`config.mk`:
```
export PLATFORM = sky130hd
export DESIGN_NAME = alu_result_stage
export DESIGN_NICKNAME = d
export VERILOG_FILES = /design/src/rtl/alu_pkg.sv /design/src/rtl/skid_buffer2.sv /design/src/rtl/alu_result_stage.sv
export SDC_FILE = /design/constraint.sdc
export NUM_CORES = 1
export LEC_CHECK = 0
export BUFFER_PORTS_ARGS = -buffer_cell sky130_fd_sc_hd__buf_2
export CORE_MARGIN = 3
export CORE_UTILIZATION = 55
export DETAILED_ROUTE_END_ITERATION = 8
export GPL_TIMING_DRIVEN = 0
export PLACE_DENSITY = 0.81
export SLEW_MARGIN = 20
export SYNTH_ARGS = -nofsm -noshare
export SYNTH_HDL_FRONTEND = slang
export SYNTH_SLANG_ARGS = --single-unit
```
`constraint.sdc`:
```
create_clock -name clk -period 4.7 [get_ports clk]
set_clock_uncertainty 0.1 [all_clocks]
set_input_delay 0.47 -clock clk [delete_from_list [all_inputs] [get_ports clk]]
set_output_delay 0.47 -clock clk [all_outputs]
set_load 0.1 [all_outputs]
```
`src/rtl/alu_pkg.sv`:
```
// Shared definitions for the ALU datapath: widths, opcode encodings and the
// writeback entry carried from the ALU result stage to the register file.
package alu_pkg;

  localparam int ALU_DW = 16;
  localparam int ALU_RA = 3;

  localparam logic [3:0] OP_PASS_S = 4'b0000;
  localparam logic [3:0] OP_PASS_R = 4'b0001;
  localparam logic [3:0] OP_INC    = 4'b0010;
  localparam logic [3:0] OP_DEC    = 4'b0011;
  localparam logic [3:0] OP_ADD    = 4'b0100;
  localparam logic [3:0] OP_SUB    = 4'b0101;
  localparam logic [3:0] OP_SHR    = 4'b0110;
  localparam logic [3:0] OP_SHL    = 4'b0111;
  localparam logic [3:0] OP_AND    = 4'b1000;
  localparam logic [3:0] OP_OR     = 4'b1001;
  localparam logic [3:0] OP_XOR    = 4'b1010;
  localparam logic [3:0] OP_NOT    = 4'b1011;
  localparam logic [3:0] OP_NEG    = 4'b1100;

  typedef struct packed {
    logic [ALU_DW-1:0] data;
    logic [ALU_RA-1:0] dest;
    logic              reg_we;
  } wb_entry_t;

endpackage

```
`src/rtl/skid_buffer2.sv`:
```
// Two-entry valid/ready buffer for writeback entries. The output comes straight
// from the main register; in_ready depends only on registered state.
module skid_buffer2
  import alu_pkg::*;
(
  input  logic      clk_i,
  input  logic      reset_i,
  input  logic      in_valid_i,
  output logic      in_ready_o,
  input  wb_entry_t in_entry_i,
  output logic      out_valid_o,
  input  logic      out_ready_i,
  output wb_entry_t out_entry_o
);

  logic      main_valid_q, main_valid_d;
  logic      skid_valid_q, skid_valid_d;
  wb_entry_t main_q, main_d;
  wb_entry_t skid_q, skid_d;
  logic      accept_s;
  logic      drain_s;

  assign in_ready_o  = ~skid_valid_q;
  assign out_valid_o = main_valid_q;
  assign out_entry_o = main_q;
  assign accept_s    = in_valid_i & ~skid_valid_q;
  assign drain_s     = main_valid_q & out_ready_i;

  // Next-state for the empty / main-only / main+skid occupancy.
  always_comb begin
    main_valid_d = main_valid_q;
    skid_valid_d = skid_valid_q;
    main_d       = main_q;
    skid_d       = skid_q;
    case ({skid_valid_q, main_valid_q})
      2'b00: begin
        if (accept_s) begin
          main_valid_d = 1'b1;
          main_d       = in_entry_i;
        end else begin
          main_valid_d = 1'b0;
        end
      end
      2'b01: begin
        if (accept_s && drain_s) begin
          main_d = in_entry_i;
        end else if (drain_s) begin
          main_valid_d = 1'b0;
        end else if (accept_s) begin
          skid_valid_d = 1'b1;
          skid_d       = in_entry_i;
        end else begin
          main_valid_d = 1'b1;
        end
      end
      2'b11: begin
        if (drain_s) begin
          main_d       = skid_q;
          skid_valid_d = 1'b0;
        end else begin
          skid_valid_d = 1'b1;
        end
      end
      default: begin
        // Skid without main is unreachable; fall back to empty.
        main_valid_d = 1'b0;
        skid_valid_d = 1'b0;
      end
    endcase
  end

  // Buffer state registers with synchronous reset.
  always_ff @(posedge clk_i) begin
    if (reset_i) begin
      main_valid_q <= 1'b0;
      skid_valid_q <= 1'b0;
      main_q       <= '0;
      skid_q       <= '0;
    end else begin
      main_valid_q <= main_valid_d;
      skid_valid_q <= skid_valid_d;
      main_q       <= main_d;
      skid_q       <= skid_d;
    end
  end

endmodule

```
`src/rtl/alu_result_stage.sv`:
```
// Registered stage after the ALU: buffers results for writeback and keeps the
// architectural N/Z/C status register plus a retired-op counter.
module alu_result_stage
  import alu_pkg::*;
#(
  parameter int DW = ALU_DW,
  parameter int RA = ALU_RA,
  parameter int CW = 16
) (
  input  logic          clk,
  input  logic          reset,
  input  logic          in_valid,
  output logic          in_ready,
  input  logic [DW-1:0] alu_y,
  input  logic          alu_n,
  input  logic          alu_z,
  input  logic          alu_c,
  input  logic [RA-1:0] in_dest,
  input  logic          in_reg_we,
  input  logic          in_flag_we,
  output logic          out_valid,
  input  logic          out_ready,
  output logic [DW-1:0] out_data,
  output logic [RA-1:0] out_dest,
  output logic          out_reg_we,
  output logic          flag_n,
  output logic          flag_z,
  output logic          flag_c,
  output logic [CW-1:0] retire_cnt
);

  wb_entry_t     in_entry_s;
  wb_entry_t     out_entry_s;
  logic          accept_s;
  logic          drain_s;
  logic [2:0]    flags_q, flags_d;
  logic [CW-1:0] cnt_q, cnt_d;

  assign in_entry_s = '{data: alu_y, dest: in_dest, reg_we: in_reg_we};

  skid_buffer2 u_skid (
    .clk_i       (clk),
    .reset_i     (reset),
    .in_valid_i  (in_valid),
    .in_ready_o  (in_ready),
    .in_entry_i  (in_entry_s),
    .out_valid_o (out_valid),
    .out_ready_i (out_ready),
    .out_entry_o (out_entry_s)
  );

  assign accept_s   = in_valid & in_ready;
  assign drain_s    = out_valid & out_ready;
  assign out_data   = out_entry_s.data;
  assign out_dest   = out_entry_s.dest;
  assign out_reg_we = out_entry_s.reg_we;
  assign flag_n     = flags_q[2];
  assign flag_z     = flags_q[1];
  assign flag_c     = flags_q[0];
  assign retire_cnt = cnt_q;

  // Flags follow accepted ops, not writeback, so stalls never delay them.
  always_comb begin
    flags_d = flags_q;
    cnt_d   = cnt_q;
    if (accept_s && in_flag_we) begin
      flags_d = {alu_n, alu_z, alu_c};
    end else begin
      flags_d = flags_q;
    end
    if (drain_s) begin
      cnt_d = cnt_q + CW'(1);
    end else begin
      cnt_d = cnt_q;
    end
  end

  // Status register and retire counter with synchronous reset.
  always_ff @(posedge clk) begin
    if (reset) begin
      flags_q <= 3'b000;
      cnt_q   <= '0;
    end else begin
      flags_q <= flags_d;
      cnt_q   <= cnt_d;
    end
  end

endmodule
```
== Yosys cells after proc, flatten, opt, wreduce, memory -nomap -nowiden ==
Cells that the tools add are included.

* Add/subtract/negate cells: 1
* Eq/ne operators: 9
* Muxes and demuxes: 14
* Bitwise logic cells: 7
* Reductions and logical operators: 8

{| class="wikitable"
|+ Operators by type and width
! kind !! number
|-
| 20-bit 2-to-1 mux || 3
|-
| 20-bit one-hot mux with 3 select lines || 1
|-
| 16-bit by 1-bit adder with 16-bit output (second input constant) || 1
|-
| 4-bit AND reduction || 3
|-
| 1-bit 2-to-1 mux || 8
|-
| 2-bit != test (second input constant) || 4
|-
| 1-bit one-hot mux with 3 select lines || 2
|-
| 1-bit inverter || 5
|-
| 2-bit by 1-bit != test with 1-bit output (second input constant) || 2
|-
| 3-bit by 2-bit != test with 1-bit output (second input constant) || 1
|-
| 3-bit AND reduction || 1
|-
| 3-bit nonzero test || 1
|-
| 1-bit bitwise AND || 2
|-
| 2-bit by 1-bit == test with 1-bit output (second input constant) || 1
|-
| 2-bit == test (second input constant) || 1
|-
| 1-bit logical AND || 2
|-
| 2-bit logical NOT || 1
|}

* Bits in registers: 61
* Input port bits: 28
* Output and inout port bits: 41
* Logic and storage cells: 49

== Longest topological paths before layout ==
Gate-level depths: netlist (run 1).

* Word-level depth: 6
* Depth in mapped cells: 6
* Mapped depth without buffers: 5

== Cells and area by module ==
From an unflattened synthesis (run 1), not the netlist that was laid out.

* Cell total of the unflattened synthesis: 323
* Area, all modules: 3012.9 sq um

{| class="wikitable"
|+ By module, submodules not included
! module !! instances !! cells each !! area each (sq um) !! sequential area each (sq um)
|-
| skid_buffer2 || 1 || 233 || 2174.6 || 840.8
|-
| alu_result_stage || 1 || 90 || 838.3 || 380.4
|}

== Worst setup path before layout (run 1) ==
Ideal clock, no wire load.

* Kind: register -> register
* From: register u_skid.main_valid_q, in the netlist u_skid.out_valid_o
* To: register cnt_q[13], in the netlist retire_cnt[13]
* Setup time: 0.121 ns
* Data arrival time: 2.256 ns
* Setup slack: 2.223 ns
* Stages on the path, launching flop included: 6
* Path buffers: 1
* Path through: dfxtp_1 > buf_4 > nand4_2 > nor4_4 > nand3_1 > mux2_2

* Cells in the longest elaborated chain, start to end: 1

{| class="wikitable"
|+ RTL lines
! item !! RTL line !! source
|-
| from (decl) || skid_buffer2.sv:16 || <nowiki>logic main_valid_q, main_valid_d;</nowiki>
|-
| from (signal assigned) || skid_buffer2.sv:80 || <nowiki>main_valid_q <= main_valid_d;</nowiki>
|-
| 1-bit bitwise AND || alu_result_stage.sv:53 || <nowiki>assign drain_s = out_valid & out_ready;</nowiki>
|-
| to (signal assigned) || alu_result_stage.sv:85 || <nowiki>cnt_q <= cnt_d;</nowiki>
|-
| to (decl) || alu_result_stage.sv:37 || <nowiki>logic [CW-1:0] cnt_q, cnt_d;</nowiki>
|}

Every way passes these cells.
A chain may end at the register's enable or synchronous reset.

== Worst setup path after layout (run 1) ==
* From: register u_skid.skid_valid_q
* To: output in_ready

* Cells in the longest elaborated chain, start to end: 1

{| class="wikitable"
|+ RTL lines
! item !! RTL line !! source
|-
| from (decl) || skid_buffer2.sv:17 || <nowiki>logic skid_valid_q, skid_valid_d;</nowiki>
|-
| from (signal assigned) || skid_buffer2.sv:81 || <nowiki>skid_valid_q <= skid_valid_d;</nowiki>
|-
| 1-bit inverter || skid_buffer2.sv:23 || <nowiki>assign in_ready_o = ~skid_valid_q;</nowiki>
|-
| to (decl) || alu_result_stage.sv:13 || <nowiki>output logic in_ready,</nowiki>
|}

Every way passes these cells.

==> results of run 1 <==
-- final cells by class --
| cell class | instances | area, µm² | share of cell area (%) |
|---|---|---|---|
| plain buffers | 23 | 92.6 | 2.98 |
| clock buffers | 14 | 163 | 5.23 |
| clock inverters | 1 | 30.0 | 0.966 |
| inverters | 5 | 18.8 | 0.604 |
| multi-input cells | 227 | 1180 | 38.0 |
| flip-flops and latches | 61 | 1220 | 39.3 |
| well taps | 50 | 62.6 | 2.01 |
| repair buffers | 68 | 340 | 10.9 |
-- synth_stat cells --
cell      count
nand2_1      72
dfxtp_1      61
nor2_1       38
nand3_1      30
a21oi_1      29
a311oi_1     20
clkbuf_1     17
xnor2_1       7
inv_1         5
nand2b_1      4
nor3_1        4
a31o_2        3
buf_1         3
nor2b_1       3
nor4_1        3
o21ai_0       3
buf_2         2
or3_1         2
xor2_1        2
a211oi_1      1
and2b_1       1
buf_4         1
ha_1          1
mux2_2        1
nand4_2       1
nor3_2        1
nor4_4        1
-- worst max-delay path by stage --
stage / start / endpoint / slack [ns]
global route: u_skid.skid_valid_q / in_ready / 2.34
CTS: u_skid.skid_valid_q / in_ready / 2.44
floorplan: u_skid.out_valid_o / retire_cnt[13] / 2.22
global placement: reset / flags_q[0] / 2.70
finish: u_skid.skid_valid_q / in_ready / 2.44
detailed placement: reset / u_skid.skid_q[1] / 2.64
-- per-layer routing --
metal  wire length [µm]  up-vias  global-route usage [%]  share of wire (%)
met5                  0        -                       0                  0
met4                142        0                    12.9                2.3
met3                463       15                    4.65                7.5
met2               2970      100                    41.2                 48
met1               2620     1130                    30.4                 42
li1                   -     1244                       -                  -
-- worst min-delay path: stages --
cell	delay [ns]
buf_2	0.10
nand2_1	0.05
a21oi_1	0.05
-- report_power, final --
group          internal (mW)  switching (mW)
Sequential             0.539          0.0104
Combinational         0.0428           0.187
Clock                  0.272           0.187
-- state kept, by name, summed over array words and instances (netlist names) --
register             flops
u_skid.skid_valid_q      1
u_skid.skid_q           20
flags_q                  3
retire_cnt              16
u_skid.out_valid_o       1
u_skid.out_entry_o      20
-- stage by stage --
stage | total power [mW] | hold slack [ns] | cells | instance area (µm²) | utilization [%]
after floorplan | 0.742 | 0.337 | 316 | 2510 | -
final | 1.24 | 0.285 | 449 | 3110 | 74.0
after global routing | 1.28 | 0.295 | 449 | 3110 | 74.0
after detailed placement | 0.790 | 0.347 | 434 | 2920 | 69.4
after CTS | 1.24 | 0.274 | 449 | 3110 | 74.0
after global placement | 0.788 | 0.342 | 434 | 2920 | 69.4
-- logic make-up after synthesis --
kind of cell	Yosys count	synth area share [%]
and+or+nand+nor	160	28.2
DFF	61	48.6
AOI/OAI and AO/OA	56	14.7
buffers and inverters	28	4.43
xor gates and xnor gates	9	3.14
muxes	1	0.448
adders and majority gates	1	0.498
==> summary.md, run 1 <==
| Metric | Value |
|---|---|
| Number of top-level pins | `69` |
| CP endpoint kind | `primary output` |
| Slowest CP cell | `clkbuf_1` |
| Worst path bufs/invs | `4` |
| Buffers on Ports | `68` |
| Layout net count | `424` |
| Final setup margin | `2.44 ns` |
| Startpoint Class | `register` |
| Post-Syn Area | `0.00251 mm²` |
| Die Y | `73.6 µm` |
| Drt total wl | `6190 µm` |
| Largest net degree at the start of global routing | `11` |
| Top delay family on crit path | `buffers and inverters` |
| TritonCTS clock tree | `done` |
| First-pass GRT wire length | `10,400 µm` |
| Maximum level of the CTS H-tree | `3` |
| Sequential-to-total area share from yosys stat | `48.6%` |
| Clk root buf | `clkbuf_8` |
| Fin. max-slew vios | `0` |
| Worst Hold End | `u_skid.skid_q[10]` |
| Clk slew on worst S/H paths | `0.07 ns` |
| Commonest non-fill, non-tap cell in the layout | `nand2_1` |
| CTS max path bufs | `2` |
| Worst-path cell chain | `clkbuf_1 -> clkbuf_1 -> inv_1 -> buf_2` |
| Area grow syn2layout | `23.7%` |
| Worst Hold Path Cells | `3` |
| FMAX | `443 MHz` |
| Pre-CTS setup slack | `2.64 ns` |
| Power per cell area | `398 mW/mm²` |
| CTS Hold Bufs | `0` |
| Tot GR Track Use | `24.8%` |
| Initial antenna violation count | `0` |
| Syn Nets | `345` |
| Layout cells sized above 1 | `22.6%` |
| Post-DP HPWL | `4280 µm` |
| Clk sinks | `61` |
| Min Tclk post-route | `2.26 ns` |
| FF+latch count, synth | `61` |
| Final Hold Viols | `0` |
| Clk_lat worst skew | `0.33 ns` |
| Core area | `0.00420 mm²` |
| Starting density of the core | `59.8%` |
| Status | `complete, no violations` |
| Peak VDD IR | `0.000248 V` |
| Critical path class | `reg -> out` |
| Syn Inst Count | `316` |
| Dominant cell type by area after synthesis | `dfxtp_1` |
| R2R Path Start | `u_skid.out_valid_o` |
| Reg2reg setup slack | `2.88 ns` |
| CP Data Required Time | `4.13 ns` |
| Reg-to-Reg End | `retire_cnt[13]` |
| Drt via density | `5.54` |
| Count of cell types in the netlist | `27` |
| Max-cap viol count | `0` |
| Worst hold-check path type | `in -> reg` |
| R2r worst-path depth | `5` |
| Actual slew at the worst max-slew pin | `0.513 ns` |
| Number of warnings issued by yosys | `0` |
| Post-route clock period utilization | `48.0%` |
| Grt ovf | `0` |
| Clock buffer count from CTS | `9` |
| Unrepaired setup endpoints after global routing | `false` |
| Relative slew slack | `65.8%` |
| Die Wd | `73.6 µm` |
| Commonest cells after routing, fill and taps aside | `nand2_1, buf_2, dfxtp_1` |
| Syn_area_per_cell | `7.95 µm²` |
| Yosys top cell area share | `48.6%` |
| CP Max Fanout | `10` |
| DR vias | `2,489` |
| FILL cells | `338` |
| Post-CTS Setup Bufs | `0` |
| CP Depth | `4` |
| Router iterations before antenna repair | `5` |
| Final GP Congestion | `0.798` |
| DRC Markers | `0` |
| Synth area leaders | `dfxtp_1, nand2_1, a311oi_1, nand3_1, a21oi_1` |
| Max incr delay on CP | `0.40 ns` |
| Worst min-delay path startpoint | `alu_y[6]` |
| TNS Setup | `0 ns` |
| Leakage power total | `1.30 nW` |
| Die outline area | `0.00542 mm²` |
| Antenna-violating nets left | `0` |
| CTS resizes | `0` |
| Final setup vio count | `0` |
| Initial drt markers | `165` |
| Diodes inserted | `0` |
| Row cnt | `23` |
| Drt wl/cell | `13.8 µm` |
| Most used cell, CP | `clkbuf_1` |
| Vias in the first global route | `2,319` |
| Crit path DAT | `1.69 ns` |
(Power assumes the default switching activity.)
==> run 2, diff against run 1 <==
Settings changed: ABC_AREA from default to 1, CORE_UTILIZATION 55 to 47, PLACE_DENSITY 0.81 to 0.73.
Clock period 4.7 ns to 2 ns, I/O delays scaled along.
==> summary.md, run 2 <==
| Metric | Value |
|---|---|
| Synth area leaders | `dfxtp_1, nor2_1, nand2_1, o21ai_0, a21oi_1` |
| Antenna-violating nets left | `0 (unchanged)` |
| Sequential-to-total area share from yosys stat | `45.7% (-2.9 points)` |
| Clk root buf | `clkbuf_8` |
| Post-Place Cell Area | `0.00310 mm² (+6.4%)` |
| Most instantiated cells after synthesis | `nor2_1, dfxtp_1, nand2_1` |
| Drt wl/cell | `11.8 µm (-14%)` |
| EDFF count, synth | `0 (unchanged)` |
| Worst Hold End | `flags_q[0]` |
| Count leader, synth | `nor2_1` |
| Worst-path cell chain | `buf_2` |
| Final instance area | `0.00330 mm² (+6.0%)` |
| Largest net degree at the start of global routing | `11 (unchanged)` |
| DRC Markers | `0 (unchanged)` |
| Initial antenna violation count | `0 (unchanged)` |
| Top delay family on crit path | `buffers and inverters` |
| Startpoint Class | `register` |
| Main synth FF type | `dfxtp_1` |
| FF+latch count, synth | `61 (unchanged)` |
| Drt total wl | `6200 µm (+0.13%)` |
| CTS max path bufs | `2 (unchanged)` |
| Worst Hold Path Cells | `2 (-1)` |
| Starting density of the core | `50.4% (-9.4 points)` |
| Worst min-delay path startpoint | `reset` |
| Layout cells sized above 1 | `26.8% (+4.3 points)` |
| Tot GR Track Use | `20.4% (-4.4 points)` |
| Drt via density | `4.87 (-12%)` |
| Number of warnings issued by yosys | `0 (unchanged)` |
| Max-cap viol count | `0 (unchanged)` |
| Post-Syn Area | `0.00267 mm² (+6.3%)` |
| Number of top-level pins | `69 (unchanged)` |
| Critical path class | `reg -> out` |
| Worst path bufs/invs | `1 (-3)` |
| Final core utilization | `62.2% (-12 points)` |
| Clk slew on worst S/H paths | `0.06 ns (about the same)` |
| Post-CTS Setup Bufs | `0 (unchanged)` |
| Tot Pwr | `2.98 mW (+140%)` |
| CTS Hold Bufs | `0 (unchanged)` |
| TritonCTS clock tree | `done` |
| CP Max Fanout | `8 (-2)` |
| Unrepaired setup endpoints after global routing | `false` |
| Clk_lat worst skew | `0.33 ns (about the same)` |
| Syn_area_per_cell | `7.20 µm² (-9.4%)` |
| Hold_ws | `0.0279 ns (-0.257 ns)` |
| Clk sinks | `61 (unchanged)` |
| Die Y | `81.4 µm (+11%)` |
| Grt ovf | `0 (unchanged)` |
| Yosys top cell area share | `45.7% (-2.9 points)` |
| Layout net count | `479 (+13%)` |
| Ys async rst share | `0% (unchanged)` |
| Final GP Congestion | `0.791 (-0.90%)` |
| Crit path DAT | `1.25 ns (-0.44 ns)` |
| Area grow syn2layout | `23.3%` |
| Post-route clock period utilization | `77.6%` |
| First-pass GRT wire length | `10,300 µm (-0.93%)` |
| Maximum level of the CTS H-tree | `3 (unchanged)` |
| CP Data Required Time | `1.70 ns (-2.43 ns)` |
| Clock buffer count from CTS | `9 (unchanged)` |
| Die outline area | `0.00663 mm² (+22%)` |
| R2R Path Start | `u_skid.skid_valid_q` |
| FMAX | `645 MHz` |
| Die Wd | `81.4 µm (+11%)` |
| Row cnt | `26 (+13%)` |
| Commonest non-fill, non-tap cell in the layout | `buf_2` |
| Count of cell types in the netlist | `25 (-7.4%)` |
| Final setup vio count | `0 (unchanged)` |
| Peak VDD IR | `0.000439 V (+77%)` |
| Area occupied by multi-input gates | `0.00119 mm² (+0.74%)` |
| Buffers on Ports | `68 (unchanged)` |
| Core area | `0.00530 mm² (+26%)` |
| CP endpoint kind | `primary output` |
| DR vias | `2,556 (+2.7%)` |
| TNS Setup | `0 ns (unchanged)` |
| CTS resizes | `0 (unchanged)` |
| Post-DP HPWL | `4580 µm (+7.0%)` |
| Worst hold-check path type | `in -> reg` |
| Initial drt markers | `144 (-13%)` |
| Relative slew slack | `67.2% (+1.4 points)` |
| Max incr delay on CP | `0.47 ns (+0.07 ns)` |
| Slowest CP cell | `buf_2` |
| R2r worst-path depth | `5 (unchanged)` |
| FF/Latch Area | `0.00122 mm² (+0.31%)` |
| Leakage power total | `1.48 nW (+14%)` |
| Fin. max-slew vios | `0 (unchanged)` |
| Vias in the first global route | `2,344 (+1.1%)` |
| Dominant cell type by area after synthesis | `dfxtp_1` |
| Diodes inserted | `0 (unchanged)` |
| Reg-to-Reg End | `u_skid.skid_q[14]` |
| Syn Inst Count | `371 (+17%)` |
| Actual slew at the worst max-slew pin | `0.495 ns (-0.0175 ns)` |
| Min Tclk post-route | `1.55 ns` |
| Syn Nets | `400 (+16%)` |
| Power per cell area | `904 mW/mm² (+130%)` |
| Final Hold Viols | `0 (unchanged)` |
| FILL cells | `506 (+50%)` |
| Status | `complete, no violations` |
| Commonest cells after routing, fill and taps aside | `buf_2, nor2_1, nand2_1, dfxtp_1, o21ai_0` |
| Reg2reg setup slack | `0.51 ns (-2.37 ns)` |
| Router iterations before antenna repair | `4 (-1)` |
[run 2: cell count changes after synthesis, moves of 5 or more]
cell and delta:
a311oi_1 -20, buf_6 +5, clkbuf_1 -13, inv_1 +29
nand2_1 -14, nand3_1 -19, nor2_1 +33, o21ai_0 +35
o21ai_1 +20, o21ai_2 +12, xnor2_1 -7
[run 2: where the power goes]
group / leakage (nW) / internal [mW] / total, mW / switching, mW
clock network: 0.103 / 0.601 / 1.07 / 0.465
logic: 0.881 / 0.123 / 0.604 / 0.481
registers: 0.500 / 1.28 / 1.31 / 0.0305
total: 1.48 / 2.00 / 2.98 / 0.976
[run 2: routing by layer]
layer / track usage, % / vias up / part of all wire (%)
met5: 0 / - / 0
met4: 7.94 / 0 / 1.4
met3: 6.87 / 10 / 6.8
met2: 31.8 / 81 / 44
met1: 26.0 / 1114 / 48
li1: - / 1351 / -
[run 2: kinds of logic (layout without fill, tap and decap cells)]
group,after synthesis,in the layout,share of synthesized area (%)
XOR/XNOR,1,1,0.328
flip-flops,61,61,45.7
adder cells (fa/ha/maj),1,1,0.468
AND/OR/NAND/NOR,149,149,22.6
AO/OA/AOI/OAI,103,103,21.2
buffers and inverters,56,140,9.78
[run 2: worst max path at each step]
stage	from	to	slack [ns]	cells past startpoint
2_1_floorplan	retire_cnt[2]	retire_cnt[13]	0.05	7
3_3_place_gp	u_skid.skid_valid_q	u_skid.skid_q[15]	0.55	5
3_5_place_dp	u_skid.skid_valid_q	u_skid.skid_q[14]	0.50	5
4_1_cts	u_skid.out_valid_o	out_valid	0.44	1
5_1_grt	retire_cnt[11]	retire_cnt[11]	0.39	1
6_report	u_skid.out_valid_o	out_valid	0.45	1
[run 2: stage by stage]
| step | setup WS [ns] | std cells |
|---|---|---|
| 2_1_floorplan | 0.0454 | 371 |
| 3_3_place_gp | 0.549 | 509 |
| 3_5_place_dp | 0.497 | 509 |
| 4_1_cts | 0.436 | 525 |
| 5_1_grt | 0.388 | 525 |
| 6_report | 0.449 | 525 |
[run 2: area by class of cell]
class / instances / area share [%]
inverters: 39 / 4.44
multi-input cells: 254 / 36.1
clock buffers: 11 / 4.29
plain buffers: 17 / 3.49
clock inverters: 5 / 1.52
well taps: 70 / 2.66
repair buffers: 68 / 10.3
flip-flops and latches: 61 / 37.2
==> run 3, diff against run 2 <==
Settings changed: ABC_AREA 1 to 0, CORE_UTILIZATION 47 to 51, PLACE_DENSITY 0.73 to 0.76.
Clock period 2 ns to 1.5 ns, I/O delays scaled along.
==> summary.md, run 3 (synthesized netlist as in run 1, its figures left out) <==
| Metric | Value |
|---|---|
| FMAX | `625 MHz` |
| Final setup margin | `-0.0995 ns (-0.548 ns)` |
| Initial drt markers | `156 (+8.3%)` |
| Final setup vio count | `17 (+17)` |
| Slowest CP cell | `nor4_4` |
| Grt ovf | `0 (unchanged)` |
| Startpoint Class | `register` |
| Diodes inserted | `0 (unchanged)` |
| CP Max Fanout | `6 (-2)` |
| Maximum level of the CTS H-tree | `3 (unchanged)` |
| CP endpoint kind | `register` |
| Drt via density | `5.27 (+8.2%)` |
| Critical path class | `reg -> reg` |
| TritonCTS clock tree | `done` |
| Tot GR Track Use | `24.6% (+4.1 points)` |
| DR vias | `2,623 (+2.6%)` |
| CP Data Required Time | `1.62 ns (-0.08 ns)` |
| Starting density of the core | `55.1% (+4.7 points)` |
| Number of top-level pins | `69 (unchanged)` |
| Die outline area | `0.00581 mm² (-12%)` |
| Drt wl/cell | `14.2 µm (+20%)` |
| Buffers on Ports | `68 (unchanged)` |
| Pre-CTS setup slack | `-0.286 ns (-0.783 ns)` |
| Tot Pwr | `3.84 mW (+29%)` |
| Unrepaired setup endpoints after global routing | `true` |
| Power per cell area | `1050 mW/mm² (+16%)` |
| Antenna-violating nets left | `0 (unchanged)` |
| Worst min-delay path startpoint | `in_valid` |
| Commonest non-fill, non-tap cell in the layout | `nand2_1` |
| Clock buffer count from CTS | `9 (unchanged)` |
| DRC Markers | `0 (unchanged)` |
| Area grow syn2layout | `45.1%` |
| Fin. max-slew vios | `0 (unchanged)` |
| Commonest cells after routing, fill and taps aside | `nand2_1, buf_2, dfxtp_1` |
| Clk slew on worst S/H paths | `0.06 ns (about the same)` |
| Largest net degree at the start of global routing | `11 (unchanged)` |
| Post-DP HPWL | `4420 µm (-3.4%)` |
| Final GP Congestion | `0.769 (-2.8%)` |
| Failing checks | `negative setup slack` |
| Peak VDD IR | `0.000750 V (+71%)` |
| Row cnt | `24 (-7.7%)` |
| R2R Path Start | `u_skid.out_valid_o` |
| CTS max path bufs | `2 (unchanged)` |
| Clk root buf | `clkbuf_8` |
| Layout cells sized above 1 | `33.3% (+6.4 points)` |
| Max incr delay on CP | `0.38 ns (-0.09 ns)` |
| Leakage power total | `1.55 nW (+4.4%)` |
| Status | `complete, but fails checks` |
| Initial antenna violation count | `0 (unchanged)` |
| Max-cap viol count | `0 (unchanged)` |
| Clk sinks | `61 (unchanged)` |
| Drt total wl | `7090 µm (+14%)` |
| Die Wd | `76.2 µm (-6.4%)` |
| Final Hold Viols | `0 (unchanged)` |
| Actual slew at the worst max-slew pin | `0.578 ns (+0.0831 ns)` |
| Vias in the first global route | `2,459 (+4.9%)` |
| Min Tclk post-route | `1.60 ns` |
| Post-route clock period utilization | `107%` |
| Relative slew slack | `61.4% (-5.8 points)` |
| Router iterations before antenna repair | `4 (unchanged)` |
| Worst-path cell chain | `buf_8 -> nand4_4 -> nor4_4 -> nand3_1 -> mux2_2` |
| Layout net count | `458 (-4.4%)` |
| Crit path DAT | `1.72 ns (+0.47 ns)` |
| Die Y | `76.2 µm (-6.4%)` |
| Clk_lat worst skew | `0.33 ns (about the same)` |
| Worst hold-check path type | `in -> reg` |
| First-pass GRT wire length | `11,600 µm (+12%)` |
| Core area | `0.00456 mm² (-14%)` |
| Crit. Startpoint | `u_skid.out_valid_o` |
## run 3: cell count changes in the layout (fill, tap and decap cells not counted), moves of 11 or more
cell / before / now
o21ai_0: 38 / 3
nor2_1: 71 / 38
inv_1: 34 / 5
dlygate4sd3_1: 0 / 24
a311oi_1: 0 / 20
o21ai_1: 20 / 0
nand3_1: 11 / 27
dfxtp_1: 58 / 44
dfxtp_4: 0 / 13
nand2_1: 58 / 71
o21ai_2: 12 / 0
buf_4: 2 / 13
## run 3: layout make-up
type / count / area (µm²)
buffer: 22 / 148
clock buffer: 14 / 173
clock inverter: 1 / 5.00
fill: 349 / 917
inverter: 5 / 18.8
multi-input combinational: 227 / 1280
sequential: 61 / 1270
tap: 65 / 81.3
timing repair buffer: 103 / 669
## run 3: path summary, 6_finish.rpt
path                             end  slack [ns]  depth (start not counted)
hold / removal    u_skid.out_valid_o        0.03                          3
setup / recovery      retire_cnt[13]        -0.1                          5
hold reg to reg     u_skid.skid_q[2]        0.35                          2
setup reg to reg      retire_cnt[13]        -0.1                          5
## run 3: metrics by stage
stage / hold WS, ns / utilization [%] / setup TNS [ns] / cells / instance area [µm²]
finish: 0.0323 / 79.9 / -0.436 / 498 / 3650
global route: 0.0468 / 79.9 / -2.18 / 498 / 3650
CTS: 0.0118 / 77.4 / -0.247 / 488 / 3530
detailed placement: 0.308 / 67.0 / -11.20 / 449 / 3060
global placement: 0.303 / 67.0 / -9.05 / 449 / 3060
floorplan: 0.186 / - / -2.07 / 316 / 2640
## run 3: power by group
part / total, mW / internal [mW] / switching [mW]
logic: 0.809 / 0.205 / 0.604
clock network: 1.32 / 0.725 / 0.596
registers: 1.71 / 1.67 / 0.0389
total: 3.84 / 2.60 / 1.24
## run 3: routing by layer
metal | routed length (µm) | part of all wire [%] | GRT usage [%] | up-vias
li1 | - | - | - | 1313
met5 | 0 | 0 | 0 | -
met2 | 3560 | 50 | 43.1 | 79
met1 | 2960 | 42 | 29.4 | 1218
met3 | 438 | 6.2 | 5.08 | 13
met4 | 131 | 1.8 | 9.42 | 0
## run 3: repair_timing
| action | in CTS | in global routing |
|---|---|---|
| hold buffers | 24 | 0 |
| endpoints found under the setup margin | 45 | 60 |
| resized for setup | 17 | 25 |
| pin swaps | 0 | 3 |
| setup buffers | 1 | 10 |
| hold endpoints to repair | 42 | 0 |
## run 3: critical path, delay by kind of cell (launching register included)
family / cells / cell delay [ns]
mux: 1 / 0.28
flops: 1 / 0.36
buf+inv: 1 / 0.11
simple gates: 3 / 0.64
